## src/rtl/translater_bank.sv

```systemverilog
`default_nettype none
// ============================================================================
//  Module   : translater_bank
//  Brief    : NUM_CH-channel load/hold register bank with per-channel valid,
//             saturating hold-age counter, stale flag and load strobe.
//             Optional macro TRANSLATER_PARITY_EN adds out_parity.
//  Revision : 1.0  initial release
// ============================================================================
module translater_bank #(
   parameter int NUM_CH   = 4,
   parameter int WIDTH    = 8,
   parameter int HOLD_MAX = 8,
   parameter int CNT_W    = $clog2(HOLD_MAX + 1)
) (
   input  logic                    clk,
   input  logic                    reset_L,
   input  logic                    ENB,
   input  logic [NUM_CH*WIDTH-1:0] in_data,
   input  logic [NUM_CH-1:0]       in_valid,
   input  logic [NUM_CH-1:0]       selector,
   output logic [NUM_CH*WIDTH-1:0] out_data,
   output logic [NUM_CH-1:0]       out_valid,
   output logic [NUM_CH-1:0]       load_pulse,
`ifdef TRANSLATER_PARITY_EN
   output logic [NUM_CH-1:0]       out_parity,
`endif
   output logic [NUM_CH-1:0]       stale
);

   localparam logic [CNT_W-1:0] C_HOLD_MAX = CNT_W'(HOLD_MAX);

   for (genvar gi = 0; gi < NUM_CH; gi++) begin : g_ch
      logic [WIDTH-1:0] data_q, data_d;
      logic [CNT_W-1:0] cnt_q, cnt_d;
      logic             valid_q, valid_d;
      logic             pulse_q, pulse_d;
      logic             stale_q, stale_d;

      // stale is precomputed from next-state values so it leaves a flop
      // in the same cycle its inputs do.
      always_comb begin
         data_d  = data_q;
         valid_d = valid_q;
         cnt_d   = cnt_q;
         pulse_d = 1'b0;
         if (ENB) begin
            if (!selector[gi]) begin
               data_d  = in_data[gi*WIDTH +: WIDTH];
               valid_d = in_valid[gi];
               cnt_d   = '0;
               pulse_d = in_valid[gi];
            end else if (cnt_q != C_HOLD_MAX) begin
               cnt_d = cnt_q + 1'b1;
            end
         end
         stale_d = valid_d && (cnt_d == C_HOLD_MAX);
      end

      always_ff @(posedge clk or negedge reset_L) begin
         if (!reset_L) begin
            data_q  <= '0;
            valid_q <= 1'b0;
            cnt_q   <= '0;
            pulse_q <= 1'b0;
            stale_q <= 1'b0;
         end else begin
            data_q  <= data_d;
            valid_q <= valid_d;
            cnt_q   <= cnt_d;
            pulse_q <= pulse_d;
            stale_q <= stale_d;
         end
      end

      assign out_data[gi*WIDTH +: WIDTH] = data_q;
      assign out_valid[gi]               = valid_q;
      assign load_pulse[gi]              = pulse_q;
      assign stale[gi]                   = stale_q;

`ifdef TRANSLATER_PARITY_EN
      logic par_q, par_d;

      always_comb begin
         par_d = par_q;
         if (ENB && !selector[gi]) begin
            par_d = ^in_data[gi*WIDTH +: WIDTH];
         end
      end

      always_ff @(posedge clk or negedge reset_L) begin
         if (!reset_L) begin
            par_q <= 1'b0;
         end else begin
            par_q <= par_d;
         end
      end

      assign out_parity[gi] = par_q;
`endif
   end

endmodule
`default_nettype wire

```

## config.mk

```make
export PLATFORM = sky130hd
export DESIGN_NAME = translater_bank
export DESIGN_NICKNAME = d
export VERILOG_FILES = /design/src/rtl/translater_bank.sv
export SDC_FILE = /design/constraint.sdc
export NUM_CORES = 1
export LEC_CHECK = 0
export CORE_MARGIN = 2
export CORE_UTILIZATION = 46
export CTS_CLUSTER_DIAMETER = 200
export DETAILED_ROUTE_END_ITERATION = 6
export PLACE_DENSITY_LB_ADDON = 0.1
export SLEW_MARGIN = 10
export SYNTH_ARGS = -nofsm -noshare
export SYNTH_HDL_FRONTEND = slang
export SYNTH_SLANG_ARGS = --single-unit
export TNS_END_PERCENT = 50
```

## constraint.sdc

```tcl
create_clock -name clk -period 1.5 [get_ports clk]
set_input_delay 0.3 -clock clk [delete_from_list [all_inputs] [get_ports clk]]
set_output_delay 0.3 -clock clk [all_outputs]
set_load 0.01 [all_outputs]
```

# Yosys cells after proc, flatten, opt, wreduce, memory -nomap -nowiden
# Cells that the tools add are included.
# op_classes
n_mux,28
reduce_logical,8
n_addsub,4
bitwise,4
eq_ne,8
# op_table
cell,n
$mux 4,12
$add 4x1->4 const B,4
$eq 4x4->1 const B,4
$mux 1,16
$ne 4x4->1 const B,4
$reduce_and 2->1,4
$logic_and 1x1->1,4
$not 1->1,4
# word_totals
in_bits,43
reg_bits,60

# Depth between registers and ports, before layout
# Gate-level depths: netlist of the first run.
# depth
word_depth,6
depth_mapped,6

# Least setup slack after synthesis of the first run
# OpenSTA, ideal clock, no wires.
# synth_path
path_kind,register -> register
startpoint,register g_ch[2].cnt_q[0]
endpoint,register g_ch[2].stale_q
slack_ps,107
path_stages_with_launch,7
setup_time_ps,98
required_time_ps,1402
arrival_ps,1295
path_cell_list,dfrtp_1 inv_1 ha_1 nand3b_1 a21oi_1 a31oi_1 nor4bb_2
# synth_via
elab_chain_len,6
elab_cells_between_ends,7
# synth_rtl
item,line,text
"start, declared",34,"logic [CNT_W-1:0] cnt_q, cnt_d;"
"start signal, assigned",69,cnt_q <= cnt_d;
$add 4x1->4 / $ne 4x4->1 (equally long branches),"53, 52",
$mux 4,52,end else if (cnt_q != C_HOLD_MAX) begin
$mux 4,47,if (!selector[gi]) begin
$mux 4 *,46,if (ENB) begin
$eq 4x4->1 *,56,stale_d = valid_d && (cnt_d == C_HOLD_MAX);
$logic_and 1x1->1 *,56,
named net g_ch[2].stale_d,37,"logic stale_q, stale_d;"
"end signal, assigned",71,stale_q <= stale_d;
"end, declared",37,
# The timed path passes the listed nets; every way through them passes the cells marked *.
# A chain may end at the register's enable or synchronous reset.

# Worst setup path in the final report of the first run
# layout_path
startpoint,register g_ch[2].cnt_q[1]
endpoint,register g_ch[2].stale_q
# The elaborated chain is that of the path after synthesis.

==> results of run 1 <==
## critical path, delay by kind of cell (launching register included)
family	cells	cell delay (ns)
buffers and inverters	1	0.09
DFF	1	0.39
and+or+nand+nor	2	0.45
adders and majority gates	1	0.21
AOI/OAI and AO/OA	2	0.24
## report_power, final
part           switching [µW]  internal, µW  leakage (µW)
registers                 179          1850      0.000762
logic                     544           659       0.00120
clock network             594           676     0.0000893
## final cells by class
type / count / area [µm²] / share of cell area, %
flip-flops and latches: 60 / 1500 / 38.0
inverters: 12 / 45.0 / 1.14
clock buffers: 13 / 159 / 4.02
repair buffers: 116 / 1070 / 27.0
clock inverters: 2 / 10.0 / 0.253
well taps: 75 / 93.8 / 2.37
multi-input cells: 181 / 1080 / 27.3
## per-stage QoR
step	power [µW]	setup slack, ns	hold slack (ns)	area, µm²	setup TNS [ns]
CTS	4470	0.00120	0.473	3910	0
detailed placement	3280	-0.239	0.334	3780	-5.78
global route	4790	-0.117	0.489	3960	-0.117
finish	4500	0.0187	0.468	3960	0
global placement	3240	-0.203	0.333	3780	-4.91
floorplan	2640	0.107	0.00441	2760	0
## synth_stat cells (2+ instances only)
cell type   n
a21o_1      3
a21oi_1     2
a22oi_1     2
a31oi_1     2
and4bb_1    3
buf_2       6
buf_4      12
buf_6       2
clkbuf_1    2
dfrtp_1    60
ha_1        8
inv_1      10
inv_2       2
mux2_2      9
nand2_1    81
nand2b_1    5
nand3_1    11
nand3b_1    2
nand4_1     6
nor2_1      8
nor2_2      3
nor2b_1     3
o21ai_0     8
o21ai_1     6
o22ai_1     2
o31ai_2     2
xnor2_1     3
## registers in the layout, indices dropped and copies added, names as in the netlist
signal,cells
g_ch.cnt_q,16
g_ch.data_q,32
g_ch.pulse_q,4
g_ch.stale_q,4
g_ch.valid_q,4
## routing by layer
layer	vias to the layer above	share of wire [%]	global-route usage [%]
li1	1112	-	-
met1	1060	42	21.7
met2	48	52	32.2
met3	6	5.0	6.70
met4	0	1.0	8.64
met5	-	0	0
## final timing paths
kind | cells after the start | from | to | slack [ns]
setup / recovery | 6 | g_ch[2].cnt_q[1] | g_ch[2].stale_q | 0.02
hold / removal | 2 | g_ch[3].data_q[1] | g_ch[3].data_q[1] | 0.47
setup reg to reg | 6 | g_ch[2].cnt_q[1] | g_ch[2].stale_q | 0.02
hold reg to reg | 2 | g_ch[3].data_q[1] | g_ch[3].data_q[1] | 0.47
max in group asynchronous | 3 | reset_L | g_ch[2].stale_q | 0.73
min in group asynchronous | 3 | reset_L | g_ch[1].data_q[1] | 0.49
## cells by family after synthesis
logic type | after synthesis
adder cells (fa/ha/maj) | 8
AND/OR/NAND/NOR | 128
multiplexers | 10
buffers and inverters | 34
AO/OA/AOI/OAI | 31
flip-flops | 60
XOR/XNOR | 4
## what timing repair did
| action | in CTS | in global routing |
|---|---|---|
| setup endpoints to repair | 40 | 7 |
| hold buffers | 1 | 0 |
| endpoints found under the hold margin | 60 | 0 |
| buffers inserted | 0 | 3 |
| pin swaps | 0 | 5 |
| resized for setup | 40 | 10 |
==> impl_metrics.env, run 1 <==
export IMPL_dieWidth_um=81.4
export IMPL_cts_root_buf="clkbuf_8"
export IMPL_max_cap_violations=0
export IMPL_yosys_top_cells_area="dfrtp_1 54%, nand2_1 11%, mux2_2 3.7%"
export IMPL_synth_top_family_by_area="simple AND/OR/NAND/NOR gates"
export IMPL_crit_fanout=3
export IMPL_syn_num_nets=326
export IMPL_crit_type="flop to flop"
export IMPL_cpPeakStageDelay_ns=0.39
export IMPL_core_area_um2=5850
export IMPL_portBuffers=86
export IMPL_ys_types=39
export IMPL_drc=0
export IMPL_synth_simple_area_share_pct=21.9
export IMPL_syn_to_final_growth_pct=43.5
export IMPL_cts_buffers_inserted=9
export IMPL_final_common_cell="nand2_1"
export IMPL_synth_xor_area_share_pct=1.54
export IMPL_firstDrtPassIters=4
export IMPL_rsz0062_at_grt="yes"
export IMPL_track_usage_pct=19.1
export IMPL_grt_pass1_wl_um=9560
export IMPL_cts_tree="built"
export IMPL_synth_edf_count=0
export IMPL_ir_worst_vdd_mv=0.736
export IMPL_finalCritPeriodShare_pct=98.8
export IMPL_ys_seq_elements=60
export IMPL_wl_um=5890
export IMPL_syn_area_per_cell_um2=10.0
export IMPL_syn_area_um2=2760
export IMPL_yosys_area_top_type_share_pct=54.5
export IMPL_dieHeight_um=81.4
export IMPL_grt_overflow=0
export IMPL_worst_setup_path_start_kind="flop"
export IMPL_drive_gt1_share_pct=17.7
export IMPL_status="finished clean"
export IMPL_fillers=480
export IMPL_antenna_found_initial=0
export IMPL_final_cell_count_no_fill=459
export IMPL_gp_congestion=0.840
export IMPL_worstSetupEndpointType="flop"
export IMPL_synthArstFlopShare_pct=100
export IMPL_hold_viol_final=0
export IMPL_synth_main_ff_cell="dfrtp_1"
export IMPL_initial_utilization_pct=47.1
export IMPL_diodes=0
export IMPL_setup_violations=0
export IMPL_yosysTopAreaCell="dfrtp_1"
export IMPL_final_util_pct=67.6
export IMPL_finalClockSkew_ns=0.00401
export IMPL_vias_per_cell=4.85
export IMPL_synth_warnings=0
export IMPL_clock_latency_ns=0.33
export IMPL_pin_count=87
export IMPL_cp_data_required_time_ns=1.74
export IMPL_period_needed_ns=1.48
export IMPL_path_cells="inv_2, ha_4, nand3b_1, a21oi_1, a31oi_1, nor4bb_2"
export IMPL_final_cell_mix="81 x nand2_1, 60 x dfrtp_1, 41 x clkdlybuf4s50_1"
export IMPL_synth_mux_area_share_pct=4.04
export IMPL_worst_slew_pin_slew_ns=0.317
export IMPL_detail_route_antenna_nets=0
export IMPL_cts_sinks=60
export IMPL_slew_violations=0
export IMPL_synth_adder_area_share_pct=3.63
export IMPL_grt_pass1_vias=2271
export IMPL_vias=2226
export IMPL_post_drt_wl_per_cell_um=12.8
export IMPL_max_slew_margin_pct=78.9
export IMPL_synthCells=275
export IMPL_num_nets_final=431
export IMPL_p_leak_uw=0.00205
export IMPL_fmax_mhz=675
export IMPL_synth_compound_area_share_pct=7.31
export IMPL_synth_seq_area_share_pct=54.5
export IMPL_drt_iter0_markers=94
export IMPL_place_inst=440
export IMPL_min_path_type="flop to flop"
export IMPL_worstPathArrival_ns=1.72
export IMPL_placementRows=28
export IMPL_dieArea_um2=6630
export IMPL_grt_max_degree=61
export IMPL_hpwl_um=4170
export IMPL_power_density_nw_per_um2=1140
export IMPL_cp_slowest_cell="dfrtp_1"
export IMPL_clockBufferDepth=2
export IMPL_htreeDepth=3
export IMPL_clk_pin_slew_ns=0.06
Note: power is estimated with default switching activity, not from simulation.
==> run 2, diff against run 1 <==
==> constraint.sdc (replaced) <==
create_clock -name clk -period 1.5 [get_ports clk]
set_input_delay 0.375 -clock clk [delete_from_list [all_inputs] [get_ports clk]]
set_output_delay 0.375 -clock clk [all_outputs]
set_load 0.01 [all_outputs]
==> run 2 against run 1 <==
Compared with the run above:
- design area down 0.79%
- first-iteration DRC count fell by 17%
- non-clock buffer count shrank 3
- sequential power about the same
- combinational power is essentially flat
- critical path type unchanged
==> impl_metrics.env, run 2 (synthesis gave the netlist of run 1 again) <==
export IMPL_cp_data_required_time_ns=1.73
export IMPL_gp_congestion=0.834
export IMPL_syn_to_final_growth_pct=42.4
export IMPL_drive_gt1_share_pct=16.8
export IMPL_firstDrtPassIters=4
export IMPL_vias_per_cell=4.82
export IMPL_finalClockSkew_ns=0.00369
export IMPL_pin_count=87
export IMPL_cp_slowest_cell="dfrtp_1"
export IMPL_hold_viol_final=0
export IMPL_final_common_cell="nand2_1"
export IMPL_rsz0062_at_grt="yes"
export IMPL_tns_ns=0
export IMPL_top_regs="g_ch.data_q x32, g_ch.cnt_q x16"
export IMPL_wl_um=5570
export IMPL_pre_cts_ws_ns=-0.350
export IMPL_register_area_um2=1500
export IMPL_fmax_mhz=695
export IMPL_drc=0
export IMPL_grt_pass1_vias=2075
export IMPL_period_needed_ns=1.44
export IMPL_setup_violations=0
export IMPL_cts_buffers_inserted=9
export IMPL_num_nets_final=428
export IMPL_post_drt_wl_per_cell_um=12.2
export IMPL_track_usage_pct=17.9
export IMPL_antenna_found_initial=0
export IMPL_diodes=0
export IMPL_crit_type="flop to flop"
export IMPL_cts_sinks=60
export IMPL_max_slew_margin_pct=79.1
export IMPL_dieWidth_um=81.4
export IMPL_final_area_um2=3930
export IMPL_drt_iter0_markers=78
export IMPL_initial_utilization_pct=47.1
export IMPL_cts_root_buf="clkbuf_8"
export IMPL_cpPeakStageDelay_ns=0.37
export IMPL_crit_fanout=2
export IMPL_core_area_um2=5850
export IMPL_clk_pin_slew_ns=0.06
export IMPL_min_path_type="primary input to async pin"
export IMPL_power_density_nw_per_um2=1160
export IMPL_cts_tree="built"
export IMPL_multi_input_area_um2=1080
export IMPL_clock_latency_ns=0.33
export IMPL_clockBufferDepth=2
export IMPL_grt_overflow=0
export IMPL_largest_reg_flops=32
export IMPL_dieArea_um2=6630
export IMPL_worstSetupEndpointType="flop"
export IMPL_worst_slack_ns=0.0612
export IMPL_detail_route_antenna_nets=0
export IMPL_fillers=486
export IMPL_p_leak_uw=0.00199
export IMPL_grt_pass1_wl_um=8940
export IMPL_ir_worst_vdd_mv=0.666
export IMPL_worst_slew_pin_slew_ns=0.314
export IMPL_placementRows=28
export IMPL_vias=2201
export IMPL_hpwl_um=3970
export IMPL_slew_violations=0
export IMPL_portBuffers=86
export IMPL_placed_area_um2=3770
export IMPL_status="finished clean"
export IMPL_dieHeight_um=81.4
export IMPL_final_cell_mix="81 x nand2_1, 60 x dfrtp_1, 45 x dlygate4sd2_1"
export IMPL_grt_max_degree=61
export IMPL_max_cap_violations=0
export IMPL_htreeDepth=3
export IMPL_cts_hold_buf=0
export IMPL_largest_register="g_ch.data_q"
export IMPL_finalCritPeriodShare_pct=95.9
export IMPL_worst_setup_path_start_kind="flop"
export IMPL_path_cells="inv_1, ha_4, nand3b_1, a21oi_1, a31oi_1, nor4bb_2"
export IMPL_worstPathArrival_ns=1.67
[run 2: critical path, delay by kind of cell (launching register included)]
kind	cells	cell delay, ns
buffers and inverters	1	0.12
adders and majority gates	1	0.22
AOI/OAI and AO/OA	2	0.20
and+or+nand+nor	2	0.43
DFF	1	0.37
[run 2: area by class of cell]
type,count,area share (%)
multi-input combinational,181,27.4
inverter,12,1.15
clock inverter,1,0.128
tap,75,2.39
timing repair buffer,113,26.2
clock buffer,15,4.49
sequential,60,38.3
[run 2: layer usage]
metal  global-route usage (%)  wire, µm  vias to the layer above
met4                     10.0        71                        0
met1                     21.7      2390                     1040
li1                         -         -                     1100
met3                     4.40       263                        8
met5                        0         0                        -
met2                     29.2      2840                       53
[run 2: path summary, 6_finish.rpt]
check | start | end | slack [ns] | cells after the start
max | g_ch[2].cnt_q[0] | g_ch[2].stale_q | 0.06 | 6
min | reset_L | g_ch[1].data_q[3] | 0.04 | 2
max reg2reg | g_ch[2].cnt_q[0] | g_ch[2].stale_q | 0.06 | 6
min reg2reg | g_ch[1].data_q[3] | g_ch[1].data_q[3] | 0.47 | 2
max in group asynchronous | reset_L | g_ch[3].valid_q | 1.20 | 2
min in group clk | g_ch[1].data_q[3] | g_ch[1].data_q[3] | 0.47 | 2
[run 2: power by group]
group / switching (µW) / total, µW / internal [µW]
sequential: 173 / 2020 / 1850
clock: 584 / 1320 / 735
combinational: 539 / 1190 / 654
total: 1300 / 4540 / 3240
[run 2: per-stage QoR]
stage	std cells	hold slack, ns	util [%]	power (µW)
CTS	455	0.0504	66.6	4500
finish	457	0.0389	67.1	4540
global route	457	0.0538	67.1	4800
floorplan	275	0.0794	-	2640
detailed placement	439	0.409	64.4	3270
global placement	439	0.405	64.4	3240
[run 2: repair_timing]
| action | 4_1_cts | 5_1_grt |
|---|---|---|
| buffers inserted | 0 | 2 |
| resized for setup | 45 | 5 |
| endpoints found under the setup margin | 45 | 4 |
| pin swaps | 0 | 3 |
